--- src/rtl/cpu_bus_bridge.sv ---
// cpu_bus_bridge: memory/peripheral bridge behind the 6502 core wrapper.
//
// Decodes the core address into three regions:
//   - on-chip synchronous RAM (zero wait states, 1-cycle read latency)
//   - an I/O page using a req/ack handshake with a timeout
//   - unmapped space (writes dropped, reads return open-bus 8'hFF)
// While an I/O access is outstanding, cpu_rdy is held low to stall the core.
//
// Ports:
//   clk, reset            CPU clock, synchronous active-high reset
//   cpu_a/cpu_do/cpu_we   core address, write data, write enable (cycle n)
//   cpu_di                read data to the core (cycle n+1)
//   cpu_rdy               core RDY; 0 stalls the core
//   ram_addr/wdata/we     RAM write/address port (combinational)
//   ram_rdata             RAM read data, 1-cycle synchronous read
//   io_req/we/addr/wdata  registered I/O request, stable while io_req=1
//   io_rdata/io_ack       I/O completion and read data
//   bus_err               sticky I/O timeout flag, cleared only by reset

module cpu_bus_bridge #(
  parameter int unsigned RAM_AW     = 12,
  parameter logic [3:0]  IO_PAGE    = 4'hD,
  parameter int unsigned IO_TIMEOUT = 255
) (
  input  logic              clk,
  input  logic              reset,
  input  logic [15:0]       cpu_a,
  input  logic [7:0]        cpu_do,
  input  logic              cpu_we,
  output logic [7:0]        cpu_di,
  output logic              cpu_rdy,
  output logic [RAM_AW-1:0] ram_addr,
  output logic [7:0]        ram_wdata,
  output logic              ram_we,
  input  logic [7:0]        ram_rdata,
  output logic              io_req,
  output logic              io_we,
  output logic [11:0]       io_addr,
  output logic [7:0]        io_wdata,
  input  logic [7:0]        io_rdata,
  input  logic              io_ack,
  output logic              bus_err
);

  typedef enum logic [1:0] {StIdle, StIoWait, StIoDone} state_e;
  typedef enum logic [1:0] {SelUnmapped, SelRam, SelIo} sel_e;

  // Counter value seen in the last permitted wait cycle.
  localparam logic [7:0] TimeoutCnt = 8'(IO_TIMEOUT - 1);
  localparam logic [31:0] RamSize   = 32'd1 << RAM_AW;

  state_e      state_q;
  sel_e        rsel_q;
  sel_e        rsel_d;
  logic [7:0]  io_data_q;
  logic [7:0]  wait_cnt_q;
  logic        io_req_q;
  logic        io_we_q;
  logic [11:0] io_addr_q;
  logic [7:0]  io_wdata_q;
  logic        bus_err_q;
  logic        ram_hit;
  logic        io_hit;

  // RAM wins over the I/O page if the windows overlap.
  always_comb begin
    ram_hit = ({16'h0000, cpu_a} < RamSize);
    io_hit  = !ram_hit && (cpu_a[15:12] == IO_PAGE);
    rsel_d  = SelUnmapped;
    if (ram_hit) begin
      rsel_d = SelRam;
    end else if (io_hit) begin
      rsel_d = SelIo;
    end
  end

  always_ff @(posedge clk) begin
    if (reset) begin
      state_q    <= StIdle;
      rsel_q     <= SelUnmapped;
      io_data_q  <= 8'hFF;
      wait_cnt_q <= 8'h00;
      io_req_q   <= 1'b0;
      io_we_q    <= 1'b0;
      io_addr_q  <= 12'h000;
      io_wdata_q <= 8'h00;
      bus_err_q  <= 1'b0;
    end else begin
      unique case (state_q)
        StIdle, StIoDone: begin
          rsel_q <= rsel_d;
          if (io_hit) begin
            io_req_q   <= 1'b1;
            io_we_q    <= cpu_we;
            io_addr_q  <= cpu_a[11:0];
            io_wdata_q <= cpu_do;
            wait_cnt_q <= 8'h00;
            state_q    <= StIoWait;
          end else begin
            state_q <= StIdle;
          end
        end
        StIoWait: begin
          wait_cnt_q <= wait_cnt_q + 8'd1;
          if (io_ack) begin
            // An ack in the timeout cycle still wins.
            io_data_q <= io_rdata;
            io_req_q  <= 1'b0;
            state_q   <= StIoDone;
          end else if (wait_cnt_q == TimeoutCnt) begin
            io_data_q <= 8'hFF;
            io_req_q  <= 1'b0;
            bus_err_q <= 1'b1;
            state_q   <= StIoDone;
          end
        end
        default: state_q <= StIdle;
      endcase
    end
  end

  always_comb begin
    cpu_di = 8'hFF;
    unique case (rsel_q)
      SelRam:  cpu_di = ram_rdata;
      SelIo:   cpu_di = io_data_q;
      default: cpu_di = 8'hFF;
    endcase
  end

  assign cpu_rdy   = (state_q != StIoWait);
  assign ram_addr  = cpu_a[RAM_AW-1:0];
  assign ram_wdata = cpu_do;
  assign ram_we    = cpu_we & ram_hit & cpu_rdy & ~reset;
  assign io_req    = io_req_q;
  assign io_we     = io_we_q;
  assign io_addr   = io_addr_q;
  assign io_wdata  = io_wdata_q;
  assign bus_err   = bus_err_q;

endmodule

--- config.mk ---
export PLATFORM = sky130hd
export DESIGN_NAME = cpu_bus_bridge
export DESIGN_NICKNAME = d
export VERILOG_FILES = /design/src/rtl/cpu_bus_bridge.sv
export SDC_FILE = /design/constraint.sdc
export NUM_CORES = 1
export LEC_CHECK = 0
export BUFFER_PORTS_ARGS = -buffer_cell sky130_fd_sc_hd__buf_2
export CORE_UTILIZATION = 40
export DETAILED_ROUTE_END_ITERATION = 16
export GPL_TIMING_DRIVEN = 0
export PLACE_DENSITY = 0.7
export SKIP_LAST_GASP = 1
export SLEW_MARGIN = 20
export SYNTH_ARGS = -nofsm -noshare
export SYNTH_HDL_FRONTEND = slang
export SYNTH_SLANG_ARGS = --single-unit
--- constraint.sdc ---
create_clock -name clk -period 2 [get_ports clk]
set_input_delay 0.2 -clock clk [delete_from_list [all_inputs] [get_ports clk]]
set_output_delay 0.2 -clock clk [all_outputs]
set_load 0.1 [all_outputs]
# == After elaboration in Yosys (flattened, before gate mapping) ==
# Cells that the tools add are included.
# W data, S select, Z words.
# op_classes
n_div,0
n_reduce_logical,11
shift,0
bitwise,5
n_eq_ne,9
add_sub_neg,1
order_cmp,1
n_mux,15
mul,0
# op_table
cell,n
$pmux W8 S2,2
$mux W8,3
$lt A16 B13 Y1 const B,1
$add A8 B1 Y8 const B,1
$eq A8 B8 Y1 const B,1
$mux W2,4
$reduce_and A2 Y1,3
$reduce_and A3 Y1,2
$eq A2 B1 Y1 const B,2
$eq A2 B2 Y1 const B,2
$eq A4 B4 Y1 const B,1
$mux W1,4
$pmux W2 S2,1
$reduce_bool A2 Y1,2
$and A1 B1 Y1,3
$ne A3 B3 Y1 const B,1
$logic_not A2 Y1,1
$ne A2 B1 Y1 const B,1
$ne A2 B2 Y1 const B,1
$not A1 Y1,2
$pmux W1 S2,1
$reduce_or A2 Y1,1
$logic_and A1 B1 Y1,1
$logic_not A1 Y1,1
# word_totals
reg_bits,43
output_inout_bits,53
word_cells,51
memories,0
latch_bits,0
romBits,0
mem_bits_rw,0

# == Longest topological paths before layout ==
# depth
word_depth,5
ltp_mapped,5

# == Least setup slack after synthesis ==
# No wires, ideal clock.
# synth_timing
path_kind,input -> output
start,in cpu_a[13]
end,out ram_we
cell_stages,2
arrival_ps,2439
slack_ps,-639
required_time_ps,1800
path_cell_list,or4_4 nor4b_2
# synth_via
elab_chain_len,4
# synth_rtl
item,line,text
start: declaration,27,"input logic [15:0] cpu_a,"
$lt A16 B13 Y1,67,"ram_hit = ({16'h0000, cpu_a} < RamSize);"
$and A1 B1 Y1 (3 in series),134,assign ram_we = cpu_we & ram_hit & cpu_rdy & ~reset;
end: declaration,34,"output logic ram_we,"
# No other way between the ends.

# == Worst setup path in the final report ==
# layout_timing
start,reg rsel_q[0]
end,out cpu_di[0]
# layout_via
elab_chain_len,2
# layout_rtl
item,line,text
start: declaration,53,sel_e rsel_q;
start signal: assignment,80,rsel_q <= SelUnmapped;
start signal: assignment,91,rsel_q <= rsel_d;
$eq A2 B2 Y1 / $eq A2 B1 Y1 (equally long branches),124,unique case (rsel_q)
$pmux W8 S2 *,124,
end: declaration,30,"output logic [7:0] cpu_di,"
# Every way passes the cells marked *; elsewhere a longest branch is shown, timed or not.

==> key figures <==
Timing
  • Final period util: 94.8%
  • Fin. max-slew vios: 0
  • Fin. Hold Viols: 0
  • RSZ-0062 raised after global routing: false
  • Relative slew slack: around three fifths
  • Worst Skew: ~0.0079 ns
  • Achievable Freq: 527 MHz
  • Final min period: about 1.9 ns
  • Fin Hold WS: 0.116 ns
  • Slew @ Worst Pin: between 0.5 and 0.6 ns
  • Count of final setup violators: 0

Floorplan
  • Die Y: 74.1 um
  • Initial Util: 42.9%
  • Die width: 74.1 um
  • Die ar.: 5490 um^2
  • Area of the core: 4850 um^2
  • Row cnt: 25
  • I/O pin cnt: 97

Clock tree
  • Num CTS Buffers: 5
  • Reg clk slew, reported paths: roughly 0.08 ns
  • Clk_lat worst skew: 0.30 ns
  • Post CTS Setup Buffer Count: 0
  • Clock buffer depth: 2
  • CTS tree: yes
  • Clock net sink count: 43
  • H-tree depth: 2
  • Root Driver: clkbuf_8

Route
  • Drt via density: 5.05
  • Post-DRT Antenna Nets: 0
  • Total number of vias: 2095
  • Drt initial violations: 86
  • DRT Pass-1 Iters: 4
  • DRC: 0
  • DR WL/cell: 12.5 um
  • DRT Wirelength: 5.20 mm

Setup path
  • Critical-path top delay cell: a221o_1
  • RR Startpoint: wait_cnt_q[0]
  • Buf/Inv on CP: 3
  • WP data required: 1.80 ns
  • Crit path cell chain: inv_1, ha_1, clkbuf_1, a221o_1, buf_4
  • Flop2flop setup slack: 0.42 ns
  • Critical path startpoint category: flop
  • Max incr delay on CP: 0.38 ns
  • CP Capture Type: output port
  • Worst Path Class, Setup: reg -> out
  • FF-to-FF End: io_data_q[5]
  • Worst-path maximum fanout: 8
  • Number of cells on the worst reg-to-reg path: 5
  • Worst Path Arrival: 1.70 ns
  • Cell family contributing the most delay on the critical path: buffers and inverters

Place
  • Dpl cell area: 2650 um^2
  • Final RePlAce weighted congestion: approximately 0.76
  • Dpl hpwl: ~3.8 mm
  • DP Cell Count: around 410
  • Port Buf Inserts: 95

Yosys
  • Synth warn: 0
  • Share of the synthesized area in the top cell type: 41.4%
  • Seq/Total Area, Yosys: 41.4%
  • Post-Syn Instances: 246
  • Syn Nets: 294
  • Ys async rst share: 0%
  • Synth area leader: dfxtp_1
  • Synth unique cells: 44
  • EDFF count, synth: 0
  • Post-Syn Area per Cell: 8.45 um^2
  • Top_reg_cell synth: dfxtp_1
  • #FFs+latches synth: 43
  • Synth area leaders: dfxtp_1 (41%), buf_4 (7.9%), nand3_1 (7.0%)
  • Syn Std Cell Area: 2080 um^2

Pwr
  • PD cells: 691 nW/um^2
  • Maximum vdd drop: approximately 0.42 mV
  • Static leakage power: between 1 and 1.5 nW

Layout
  • Nets: 395
  • Fill cell count: 469
  • Sequential Area: roughly 860 um^2
  • Share of cells above drive strength 1: 38.8%
  • Diodes inserted: 0
  • Commonest non-fill, non-tap cell in the layout: buf_2
  • Multi-input logic area: 968 um^2
  • Area growth syn-to-layout: 32.2%
  • Post-route cell area: 2750 um^2
  • Commonest non-fill, non-tap cells in the layout: buf_2 (89), dfxtp_1 (43), buf_4 (30)
  • Final Non-Filler Cells: 415

Worst hold path
  • Hold/Removal Path Class: in -> reg
  • Min-delay src: io_rdata[1]
  • Endpoint, Worst Hold: io_data_q[1]
  • Number of cells on the worst hold path: 3

Global routing
  • Overflow after GRT: 0
  • Antenna violations before repair: 0
  • Vias in the first global route: 1791
  • Largest net degree at the start of global routing: 14
  • GRT Total Usage: 18.8%
  • First-pass GRT wire length: between 7 and 8 mm

Job
  • Max-cap violations: 0

Status
  • Status: finished clean
[metal layers]
layer	track usage (%)	vias up	routed length (um)
met5	0	-	0
met3	4.61	6	327
li1	-	1067	-
met2	30.2	73	2340
met1	24.1	949	2450
met4	8.12	0	91
[cell type report]
class / instances / area share, %
Buffer: 37 / 8.42
Clock buffer: 6 / 2.64
Clock inverter: 2 / 0.455
Inverter: 6 / 0.820
Multi-Input combinational cell: 159 / 35.2
Sequential cell: 43 / 31.3
Tap cell: 67 / 3.05
Timing Repair Buffer: 95 / 18.0
[worst register-to-register path: cells and delay by family, from the launching register on]
family	cells	cell delay [ns]
AOI/OAI and AO/OA	1	0.37
adders and majority gates	1	0.20
and+or+nand+nor	2	0.37
buffers and inverters	1	0.09
DFF	1	0.42
[state kept, by name (all words and copies together), names as in the netlist]
| register | flops |
|---|---|
| wait_cnt_q | 8 |
| io_we | 1 |
| io_data_q | 8 |
| io_req | 1 |
| bus_err | 1 |
| io_wdata | 8 |
| rsel_q | 2 |
| io_addr | 12 |
| state_q | 2 |
[synthesized netlist by cell type (all sizes together) (2+ instances only)]
library cell,n
clkbuf,10
nor3,3
or4,2
dfxtp,43
o211ai,2
nor4b,2
and3,3
o31ai,4
inv,6
a31oi,2
and3b,2
nor3b,2
o21ai,22
a221o,8
nand4,3
nor2,7
buf,28
a21oi,26
ha,4
nand3,29
nand2,22
[power breakdown]
part	internal [mW]	switching [mW]	leakage, nW	total (mW)
sequential	0.870	0.00768	0.348	0.877
combinational	0.111	0.374	0.855	0.484
clock	0.244	0.292	0.0412	0.536
[worst max path at each step]
stage,start,endpoint,cells after the start
2_1_floorplan,cpu_a[13],ram_we,2
3_3_place_gp,cpu_a[13],ram_we,4
3_5_place_dp,cpu_a[13],ram_we,4
4_1_cts,rsel_q[0],cpu_di[0],5
5_1_grt,rsel_q[0],cpu_di[0],5
6_report,rsel_q[0],cpu_di[0],5
[what timing repair did]
action                                 4_1_cts  5_1_grt
gates cloned                                 0        0
hold buffers                                 0        0
endpoints found under the hold margin        0        0
setup endpoints to repair                    8        2
gates resized for setup                      8        0
[metrics by stage]
step,setup TNS (ns),utilization (%),setup slack (ns),power (mW)
floorplan,-0.00000189,-,-0.00000189,1.27
finish,0,56.7,0.104,1.90
global placement,0,54.6,0.256,1.38
global route,0,56.7,0.0290,1.97
detailed placement,0,54.6,0.240,1.38
CTS,0,56.7,0.0902,1.92
[kinds of logic (layout without fill, tap and decap cells)]
logic type               count (synthesis)  in the layout  synth area share, %
buffers and inverters                   44            146                 12.4
XOR/XNOR                                 1              1                0.422
AND/OR/NAND/NOR                         84             84                 22.1
multiplexers                             1              1                0.542
adder cells (fa/ha/maj)                  4              4                 2.41
flip-flops                              43             43                 41.4
AO/OA/AOI/OAI                           69             69                 20.7
Note: power is estimated with default switching activity, not from simulation.
